<file path="src/rtl/trig_lut_sequencer.sv">
// Sine-LUT front end: reduces a degree angle mod 360, maps it to quadrant/index,
// fires one LUT lookup and returns the captured double. Define TRIG_FAST_REDUCE_EN for 16x360 reduction steps.
module trig_lut_sequencer #(
    parameter int ANGLE_W  = 16,
    parameter int LUT_IN_W = 32,
    parameter int RESULT_W = 64
) (
    input  logic                clk,
    input  logic                reset_n,
    input  logic                in_valid,
    output logic                in_ready,
    input  logic                in_op,
    input  logic [ANGLE_W-1:0]  in_angle,
    output logic                out_valid,
    input  logic                out_ready,
    output logic [RESULT_W-1:0] out_data,
    output logic                lut_en,
    output logic [1:0]          lut_quadrant,
    output logic [LUT_IN_W-1:0] lut_angle,
    input  logic [RESULT_W-1:0] lut_data
);

    localparam int A_W = ANGLE_W + 1;

    localparam logic [A_W-1:0] DEG_90  = A_W'(32'd90);
    localparam logic [A_W-1:0] DEG_180 = A_W'(32'd180);
    localparam logic [A_W-1:0] DEG_270 = A_W'(32'd270);
    localparam logic [A_W-1:0] DEG_360 = A_W'(32'd360);
`ifdef TRIG_FAST_REDUCE_EN
    localparam logic [A_W-1:0] DEG_5760 = A_W'(32'd5760);
`endif

    typedef enum logic [2:0] {
        IDLE     = 3'd0,
        REDUCE   = 3'd1,
        MAP      = 3'd2,
        LUT_REQ  = 3'd3,
        LUT_WAIT = 3'd4,
        DONE     = 3'd5
    } state_t;

    state_t                state_r;
    state_t                state_next_s;
    logic [A_W-1:0]        a_r;
    logic [A_W-1:0]        a_step_s;
    logic                  reduce_more_s;
    logic [1:0]            map_quad_s;
    logic [A_W-1:0]        map_idx_s;
    logic [1:0]            quad_r;
    logic [LUT_IN_W-1:0]   idx_r;
    logic                  in_ready_r;
    logic                  out_valid_r;
    logic                  lut_en_r;
    logic [RESULT_W-1:0]   out_data_r;
    logic                  accept_s;

    assign accept_s     = (state_r == IDLE) && in_valid && in_ready_r;
    assign in_ready     = in_ready_r;
    assign out_valid    = out_valid_r;
    assign out_data     = out_data_r;
    assign lut_en       = lut_en_r;
    assign lut_quadrant = quad_r;
    assign lut_angle    = idx_r;

    // Selects the next subtraction step of the modulo-360 reduction
    always_comb begin
        a_step_s      = a_r;
        reduce_more_s = 1'b0;
`ifdef TRIG_FAST_REDUCE_EN
        if (a_r >= DEG_5760) begin
            a_step_s      = a_r - DEG_5760;
            reduce_more_s = 1'b1;
        end else if (a_r >= DEG_360) begin
            a_step_s      = a_r - DEG_360;
            reduce_more_s = 1'b1;
        end else begin
            a_step_s      = a_r;
            reduce_more_s = 1'b0;
        end
`else
        if (a_r >= DEG_360) begin
            a_step_s      = a_r - DEG_360;
            reduce_more_s = 1'b1;
        end else begin
            a_step_s      = a_r;
            reduce_more_s = 1'b0;
        end
`endif
    end

    // Folds the reduced angle into quadrant and first-quadrant index
    always_comb begin
        map_quad_s = 2'd0;
        map_idx_s  = a_r;
        if (a_r <= DEG_90) begin
            map_quad_s = 2'd0;
            map_idx_s  = a_r;
        end else if (a_r <= DEG_180) begin
            map_quad_s = 2'd1;
            map_idx_s  = DEG_180 - a_r;
        end else if (a_r <= DEG_270) begin
            map_quad_s = 2'd2;
            map_idx_s  = a_r - DEG_180;
        end else begin
            map_quad_s = 2'd3;
            map_idx_s  = DEG_360 - a_r;
        end
    end

    // Next-state decode of the sequencer FSM
    always_comb begin
        state_next_s = state_r;
        case (state_r)
            IDLE: begin
                if (accept_s) begin
                    state_next_s = REDUCE;
                end else begin
                    state_next_s = IDLE;
                end
            end
            REDUCE: begin
                if (reduce_more_s) begin
                    state_next_s = REDUCE;
                end else begin
                    state_next_s = MAP;
                end
            end
            MAP:      state_next_s = LUT_REQ;
            LUT_REQ:  state_next_s = LUT_WAIT;
            LUT_WAIT: state_next_s = DONE;
            DONE: begin
                if (out_ready) begin
                    state_next_s = IDLE;
                end else begin
                    state_next_s = DONE;
                end
            end
            default:  state_next_s = IDLE;
        endcase
    end

    // State, datapath and registered handshake/LUT outputs
    always_ff @(posedge clk) begin
        if (!reset_n) begin
            state_r     <= IDLE;
            a_r         <= '0;
            quad_r      <= 2'd0;
            idx_r       <= '0;
            in_ready_r  <= 1'b0;
            out_valid_r <= 1'b0;
            lut_en_r    <= 1'b0;
            out_data_r  <= '0;
        end else begin
            state_r     <= state_next_s;
            in_ready_r  <= (state_next_s == IDLE);
            out_valid_r <= (state_next_s == DONE);
            lut_en_r    <= (state_next_s == LUT_REQ);
            if (accept_s) begin
                // The extra top bit absorbs the cosine +90 offset
                a_r <= in_op ? ({1'b0, in_angle} + DEG_90) : {1'b0, in_angle};
            end else if ((state_r == REDUCE) && reduce_more_s) begin
                a_r <= a_step_s;
            end
            if (state_r == MAP) begin
                quad_r <= map_quad_s;
                idx_r  <= LUT_IN_W'(map_idx_s);
            end
            // lut_data is only driven in the cycle after lut_en
            if (state_r == LUT_WAIT) begin
                out_data_r <= lut_data;
            end
        end
    end

endmodule

</file>
<file path="config.mk">
export PLATFORM = sky130hd
export DESIGN_NAME = trig_lut_sequencer
export DESIGN_NICKNAME = d
export VERILOG_FILES = /design/src/rtl/trig_lut_sequencer.sv
export SDC_FILE = /design/constraint.sdc
export NUM_CORES = 1
export LEC_CHECK = 0
export CAP_MARGIN = 0
export CORE_MARGIN = 2
export CORE_UTILIZATION = 42
export CTS_BUF_LIST = sky130_fd_sc_hd__clkbuf_4 sky130_fd_sc_hd__clkbuf_8 sky130_fd_sc_hd__clkbuf_16
export DETAILED_ROUTE_END_ITERATION = 16
export PLACE_DENSITY = 0.77
export RECOVER_POWER = 100
export SETUP_SLACK_MARGIN = 0.4
export SYNTH_ARGS = -nofsm -noshare
export SYNTH_HDL_FRONTEND = slang
export SYNTH_SLANG_ARGS = --single-unit
</file>
<file path="constraint.sdc">
create_clock -name clk -period 2.5 [get_ports clk]
set_clock_uncertainty 0.15 [all_clocks]
set_input_delay 0.5 -clock clk [delete_from_list [all_inputs] [get_ports clk]]
set_output_delay 0.5 -clock clk [all_outputs]
set_load 0.02 [all_outputs]
</file>
==> summary.txt, run 1 <==
share of cells above drive strength 1: 18.07%
cell area after synthesis: 5639 µm²
wire length per cell: 15.37 µm
Primary FF master, synth: dfxtp_1
Post-Syn Instances: 711
vias in the first global route: 5308
clock sink count: 106
DP HPWL: 11.76 mm
gr usage total: 22.70%
critical path data arrival time: 2.47 ns
CP max FO: 7
max-cap violations: 0
Initial Util: 42.75%
status: finished clean
IO Port Bufs: 170
Num CTS Buffers: 9
DRT iter0 DRCs: 539
first-pass GRT wire length: 26.56 mm
Power Density: 1020 nW/µm²
GP Congestion: 0.9113
Antenna Nets Post-Route: 0
post-synthesis sequential area ratio: 37.63%
core box area: 13190 µm²
area taken by multi-input logic gates: 3518 µm²
worst min path class: flip-flop to flip-flop
Fin. Hold Viols: 0
H-Tree Depth: 3
total congestion overflow: 0
synth warn: 0
Final period util: 93.01%
CTS Root Cell: clkbuf_16
clock latency on the worst-skew pair: 0.35 ns
Setup crit end kind: flip-flop
CTS tree: done
Top Ports: 186
Inserted Diodes: 0
storage element area: 2145 µm²
endpoints failing setup: 0
average size of a mapped cell: 7.931 µm²
Post-synth EDFFs: 0
clock transition at the registers of the reported paths: 0.08 ns
required time worst endpoint: 2.65 ns
DIE AREA: 14370 µm²
# rows: 42
worst-margin pin slew: 0.7365 ns
minimum clock period: 2.325 ns
total number of vias: 5810
leakage power: 3.445 nW
Remaining DRCs: 0
width of the die: 119.9 µm
Post-CTS Hold Fix Bufs: 0
Max Slew Vio Count: 0
worst slack, placed: 0.05066 ns
Die Ht: 119.9 µm
post-synth cell types: 66
Setup WS post-layout: 0.1747 ns
RSZ-0062 raised after global routing: yes
asr flop ratio synth: 0%
largest net degree at the start of global routing: 65
# fillers: 1091
Max VDD drop: 0.5561 mV
TritonRoute pass-1 iters: 6
Area Overhead vs Synth: 53.74%
final wirelength: 17.07 mm
Fin Setup TNS: 0 ns
WS Path Type: flip-flop to flip-flop
FMAX: 430.0 MHz
Final nets: 1026
Via-to-Cell Ratio: 5.230
Yosys reg bits: 106
Clock Path Buffers: 2
Max transition margin: 49.63%
initial antenna violation count: 0
Startpoint Class: flip-flop
[report_power, final]
part | internal [mW] | switching [mW] | total [mW]
logic | 2.42 | 2.73 | 5.15
clock network | 0.799 | 0.693 | 1.49
registers | 1.93 | 0.277 | 2.20
[stage by stage]
step / cells / hold WS (ns) / utilization (%) / instance area, µm² / total power [mW]
final: 1111 / 0.3038 / 65.73 / 8670 / 8.842
after detailed placement: 1059 / 0.2978 / 59.08 / 7792 / 6.194
after global routing: 1111 / 0.3255 / 65.73 / 8670 / 9.322
after CTS: 1096 / 0.3122 / 64.13 / 8459 / 8.310
after floorplan: 725 / 0.3631 / - / 5807 / 4.818
after global placement: 1059 / 0.2870 / 59.08 / 7792 / 6.165
[layer usage]
layer / track usage [%] / part of all wire, % / wire length, µm / up-vias
met4: 9.118 / 2.9 / 493 / 0
met5: 0 / 0 / 0 / -
met2: 38.46 / 48 / 8242 / 266
met3: 4.135 / 6.7 / 1138 / 56
met1: 28.50 / 42 / 7197 / 2627
li1: - / - / - / 2861
[cell type report]
cell class	instances	area share, %
Clock inverter	7	1.025
Timing Repair Buffer	256	27.74
Sequential cell	106	24.74
Multi-Input combinational cell	544	40.58
Clock buffer	9	2.598
Inverter	13	0.7793
Tap cell	176	2.540
[timing repair]
action,4_1_cts,5_1_grt
hold endpoints to repair,0,0
resized for setup,41,38
endpoints found under the setup margin,25,41
buffers inserted,21,14
pin swaps,12,15
cloned,0,1
[cells in the final DEF, fill, tap and decap left out, types with 21 or more instances in the layout]
| cell | instances |
|---|---|
| nand2_1 | 178 |
| dfxtp_1 | 98 |
| dlygate4sd3_1 | 86 |
| clkdlybuf4s50_1 | 83 |
| a21boi_0 | 68 |
| buf_4 | 66 |
| o21ai_0 | 28 |
| xnor2_1 | 27 |
| a21oi_1 | 24 |
| nor2_1 | 21 |
[Yosys cell counts (3+ instances only)]
cell	number	share of area, %
nor3_1	9	0.80
xnor2_1	27	4.2
dfxtp_1	106	38
mux2i_1	5	0.89
nand2b_1	3	0.33
a211oi_1	7	0.93
a31oi_1	7	0.78
buf_4	15	2.0
o22ai_1	6	0.67
nand4_1	6	0.67
and2_1	8	0.89
nor2_1	27	1.8
o21ai_0	31	2.8
buf_1	5	0.33
xor2_1	7	1.1
a21oi_1	27	2.4
nand3b_1	3	0.40
nor2b_1	4	0.44
a21o_1	4	0.53
inv_1	13	0.87
o31ai_1	3	0.40
buf_2	7	0.62
nand2_1	182	12
o21a_1	7	0.93
and3_1	6	0.67
a21boi_0	68	9.1
ha_1	11	2.4
nand3_1	15	1.3
o211a_1	7	1.2
or3_1	6	0.67
clkbuf_1	34	2.3
[registers in the layout (all words and copies together) (netlist names)]
signal and count:
state_r 3, in_ready 1, out_data 64, lut_quadrant 2, a_r 17, out_valid 1
lut_angle 17, lut_en 1
[worst max-delay path: stages (launching register included)]
cell and delay [ns]:
dfxtp_4 0.40, inv_8 0.04, ha_4 0.16, a21oi_1 0.24
o31ai_2 0.09, buf_4 0.18, a2111oi_0 0.70, a2111oi_2 0.06
nand3_1 0.12, o21a_1 0.13
[logic make-up after synthesis]
group | count (synthesis) | share of synthesized area, %
multiplexers | 6 | 1.154
adder cells (fa/ha/maj) | 11 | 2.441
XOR/XNOR | 34 | 5.281
AO/OA/AOI/OAI | 193 | 24.21
AND/OR/NAND/NOR | 284 | 22.74
flip-flops | 106 | 37.63
other | 1 | 0.06650
buffers and inverters | 76 | 6.479
[path summary, 6_finish.rpt]
check,cells past startpoint,start,end,slack [ns]
worst max-delay path,9,a_r[3],lut_angle[3],0.17
worst min-delay path,2,lut_angle[13],lut_angle[13],0.30
worst max register to register,9,a_r[3],lut_angle[3],0.17
worst min register to register,2,lut_angle[13],lut_angle[13],0.30
(Power assumes the default switching activity.)
==> run 2, diff against run 1 <==
--- a/config.mk
+++ b/config.mk
@@ -7,10 +7,11 @@
 export LEC_CHECK = 0
 export CAP_MARGIN = 0
 export CORE_MARGIN = 2
-export CORE_UTILIZATION = 42
+export CORE_UTILIZATION = 45
 export CTS_BUF_LIST = sky130_fd_sc_hd__clkbuf_4 sky130_fd_sc_hd__clkbuf_8 sky130_fd_sc_hd__clkbuf_16
 export DETAILED_ROUTE_END_ITERATION = 16
-export PLACE_DENSITY = 0.77
+export DONT_BUFFER_PORTS = 1
+export GPL_ROUTABILITY_DRIVEN = 0
 export RECOVER_POWER = 100
 export SETUP_SLACK_MARGIN = 0.4
 export SYNTH_ARGS = -nofsm -noshare
==> summary.txt, run 2 (synthesis results as in run 1) <==
FMAX: 446.0 MHz
Fin. Hold Viols: 0
CTS tree: done
# rows: 40
WS Path Type: flip-flop to flip-flop
Setup WS post-layout: 0.2578 ns
Max Slew Vio Count: 0
CP max FO: 6
worst-margin pin slew: 0.9457 ns
DIE AREA: 13440 µm²
Initial Util: 46.56%
required time worst endpoint: 2.57 ns
worst min path class: input port to flip-flop
final hold slack: 0.1237 ns
vias in the first global route: 4744
Final Non-Filler Cells: 914
critical path data arrival time: 2.32 ns
clock latency on the worst-skew pair: 0.36 ns
Via-to-Cell Ratio: 5.559
endpoints failing setup: 0
most used cell along the critical path: buf_4
width of the die: 115.9 µm
final instance area: 6810 µm²
largest delay contributor family on the critical path: compound AO/OA/AOI/OAI gates
CTS Root Cell: clkbuf_16
Power Density: 1236 nW/µm²
placed inst area: 5953 µm²
max FFs per register: 64
DRT iter0 DRCs: 457
share of cells above drive strength 1: 20.51%
total congestion overflow: 0
max-cap violations: 0
Startpoint Class: flip-flop
total number of vias: 5081
clock sink count: 106
RSZ-0062 raised after global routing: yes
largest net degree at the start of global routing: 97
Setup crit end kind: flip-flop
final wirelength: 15.45 mm
overall power: 8.420 mW
Antenna Nets Post-Route: 0
Clock Path Buffers: 2
minimum clock period: 2.242 ns
H-Tree Depth: 3
Remaining DRCs: 0
most common cell after layout, fill and taps aside: nand2_1
Area Overhead vs Synth: 20.77%
Final period util: 89.69%
DP HPWL: 10.60 mm
status: finished clean
Die Ht: 115.9 µm
crit path buf inv count: 2
Inserted Diodes: 0
Inst Count DP: 865
leakage power: 2.422 nW
worst slack, placed: 0.1373 ns
wire length per cell: 16.90 µm
initial antenna violation count: 0
TritonRoute pass-1 iters: 5
Final nets: 837
core box area: 12110 µm²
Top Ports: 186
slowest cell delay on critical path: 0.43 ns
gr usage total: 21.92%
first-pass GRT wire length: 23.35 mm
Fin Setup TNS: 0 ns
IO Port Bufs: 0
Max transition margin: 36.95%
crit path cell chain: ha_1, o21a_1, o211a_4, nor4_4, buf_4, buf_4, a31oi_1, mux2i_1, a21oi_1
most frequent cells in the layout: 177 x nand2_1, 98 x dfxtp_1, 68 x a21boi_0
Max VDD drop: 0.5348 mV
Crit-path slowest cell: dfxtp_4
Num CTS Buffers: 9
clock transition at the registers of the reported paths: 0.07 ns
final core utilization: 56.23%
run 2: routing by layer:
metal  vias to the layer above  GRT usage (%)  share of wire (%)
met3                        49          6.695                9.1
met5                         -              0                  0
met2                       244          37.74                 48
li1                       2480              -                  -
met4                         0          9.127                3.0
met1                      2308          25.31                 40
run 2: final cells by class:
class | instances | area, µm²
Timing Repair Buffer | 67 | 511.7
Inverter | 13 | 63.81
Tap cell | 168 | 210.2
Sequential cell | 106 | 2147
Clock inverter | 7 | 98.84
Fill cell | 1149 | 5301
Multi-Input combinational cell | 544 | 3553
Clock buffer | 9 | 225.2
run 2: path summary, 6_finish.rpt:
path	start	to	slack, ns	depth (start not counted)
worst max-delay path	a_r[4]	lut_angle[1]	0.26	9
worst min-delay path	in_angle[0]	a_r[0]	0.12	2
worst max register to register	a_r[4]	lut_angle[1]	0.26	9
worst min register to register	a_r[0]	a_r[0]	0.38	2
run 2: power by group:
| group | internal, mW | total (mW) | switching, mW | leakage (nW) |
|---|---|---|---|---|
| Sequential | 1.93 | 2.36 | 0.428 | 0.862 |
| Clock | 0.887 | 1.56 | 0.674 | 0.162 |
| Combinational | 2.02 | 4.50 | 2.48 | 1.40 |
run 2: worst register-to-register path: stages (launching register included):
cell and delay [ns]:
dfxtp_4 0.43, ha_1 0.26, o21a_1 0.20, o211a_4 0.22, nor4_4 0.06, buf_4 0.17
buf_4 0.13, a31oi_1 0.21, mux2i_1 0.21, a21oi_1 0.07
run 2: what timing repair did:
action / CTS / global route
setup buffers: 16 / 16
resized for setup: 43 / 45
setup endpoints to repair: 26 / 32
hold buffers: 0 / 0
hold endpoints to repair: 0 / 0
cloned: 1 / 0
pin swaps: 14 / 24
==> run 3, diff against run 2 <==
--- a/config.mk
+++ b/config.mk
@@ -6,7 +6,6 @@
 export NUM_CORES = 1
 export LEC_CHECK = 0
 export CAP_MARGIN = 0
-export CORE_MARGIN = 2
 export CORE_UTILIZATION = 45
 export CTS_BUF_LIST = sky130_fd_sc_hd__clkbuf_4 sky130_fd_sc_hd__clkbuf_8 sky130_fd_sc_hd__clkbuf_16
 export DETAILED_ROUTE_END_ITERATION = 16
==> summary.txt, run 3 (synthesis results as in run 1) <==
Antenna Nets Post-Route: 0
Fin. Hold Viols: 0
largest net degree at the start of global routing: 97
IO Port Bufs: 0
Final nets: 836
first-pass GRT wire length: 23.87 mm
endpoints failing setup: 0
final core utilization: 56.35%
Num CTS Buffers: 9
DRT iter0 DRCs: 506
Top Ports: 186
total number of vias: 5196
FF-to-FF Start: a_r[3]
TritonRoute pass-1 iters: 5
Setup crit end kind: flip-flop
gr usage total: 23.32%
Worst R2R End: lut_angle[3]
# rows: 40
Worst setup endpoint: lut_angle[3]
status: finished clean
most frequent cells in the layout: 179 x nand2_1, 97 x dfxtp_1, 67 x a21boi_0
initial antenna violation count: 0
total congestion overflow: 0
Max transition margin: 35.53%
final wirelength: 16.00 mm
Via-to-Cell Ratio: 5.691
Worst Hold Depth: 2
R2R cell count: 8
met1 Usage GRT: 25.81%
final instance area: 6825 µm²
max-cap violations: 0
Post-CTS Hold Fix Bufs: 0
CTS Root Cell: clkbuf_16
Startpoint Class: flip-flop
vias in the first global route: 4905
Final period util: 91.81%
GR peak layer: met2
RSZ-0062 raised after global routing: yes
WS Path Type: flip-flop to flip-flop
worst min path class: input port to flip-flop
critical path data arrival time: 2.39 ns
wire length per cell: 17.52 µm
H-Tree Depth: 3
width of the die: 113.9 µm
r2r setup slk: 0.20 ns
Initial Util: 46.56%
CP max FO: 5
share of cells above drive strength 1: 21.07%
clock latency on the worst-skew pair: 0.35 ns
Clock Path Buffers: 2
max FFs per register: 64
Max Slew Vio Count: 0
Power Density: 1251 nW/µm²
DP HPWL: 10.53 mm
worst-margin pin slew: 0.9670 ns
Fin Setup TNS: 0 ns
Die Ht: 113.9 µm
Area Overhead vs Synth: 21.03%
Inserted Diodes: 0
# fillers: 1116
final hold slack: 0.1372 ns
FMAX: 435.7 MHz
Inst Count DP: 864
Final Non-Filler Cells: 913
CP Launch Point: a_r[3]
Remaining DRCs: 0
clock sink count: 106
required time worst endpoint: 2.59 ns
DIE AREA: 12980 µm²
CTS tree: done
clock transition at the registers of the reported paths: 0.07 ns
core box area: 12110 µm²
met2 usage: 41.45%
Max VDD drop: 0.8189 mV
minimum clock period: 2.295 ns
GRT met3 Usage: 5.951%
placed inst area: 5946 µm²
most common cell after layout, fill and taps aside: nand2_1
leakage power: 2.432 nW
run 3: changes by cell type in the layout (fill, tap and decap cells not counted), moves of 3 or more:
cell / change
buf_4: -8
a21oi_1: -4
a21oi_2: +3
clkbuf_1: +3
o21ai_0: +3
o21ai_1: -3
run 3: timing repair:
item                       CTS  global route
setup endpoints to repair   24            31
setup buffers               25             6
cloned                       2             0
pin swaps                   19            21
resized for setup           55            38
run 3: routing by layer:
| layer | routed length (µm) | vias up |
|---|---|---|
| met2 | 8006 | 286 |
| met5 | 0 | - |
| met1 | 6096 | 2374 |
| met4 | 548 | 0 |
| met3 | 1344 | 60 |
| li1 | - | 2476 |
run 3: layout make-up:
type                       count  area [µm²]  share of cell area (%)
clock inverter                 7       52.55                  0.7699
inverter                      13       63.81                  0.9349
clock buffer                   9       225.2                   3.300
timing repair buffer          65       505.5                   7.406
tap                          168       210.2                   3.080
sequential                   106        2148                   31.48
multi-input combinational    545        3620                   53.03
run 3: how the worst min path moves through the flow:
stage | from | endpoint | slack, ns
floorplan | a_r[0] | lut_angle[0] | 0.36
global placement | out_data[46] | out_data[46] | 0.40
detailed placement | out_data[26] | out_data[26] | 0.41
CTS | reset_n | a_r[4] | 0.11
global route | lut_data[37] | out_data[37] | 0.12
finish | in_angle[0] | a_r[0] | 0.14
run 3: stage by stage:
step / power [mW] / setup WS (ns)
2_1_floorplan: 4.818 / 0.2520
3_3_place_gp: 5.664 / 0.1475
3_5_place_dp: 5.712 / 0.04918
4_1_cts: 8.035 / 0.2507
5_1_grt: 8.993 / 0.09222
6_report: 8.542 / 0.2047
run 3: critical path, stage by stage (launching register included):
cell and delay (ns):
dfxtp_4 0.40, buf_4 0.13, ha_4 0.14, a21oi_4 0.05, o31ai_4 0.42, a2111oi_2 0.14
a2111oi_0 0.35, nand3_1 0.19, o21a_1 0.22
run 3: report_power, final:
part	internal (mW)	leakage, nW	total (mW)	switching [mW]
combinational	2.18	1.43	4.88	2.70
sequential	1.93	0.863	2.33	0.395
clock	0.684	0.141	1.33	0.646
total	4.80	2.43	8.54	3.74
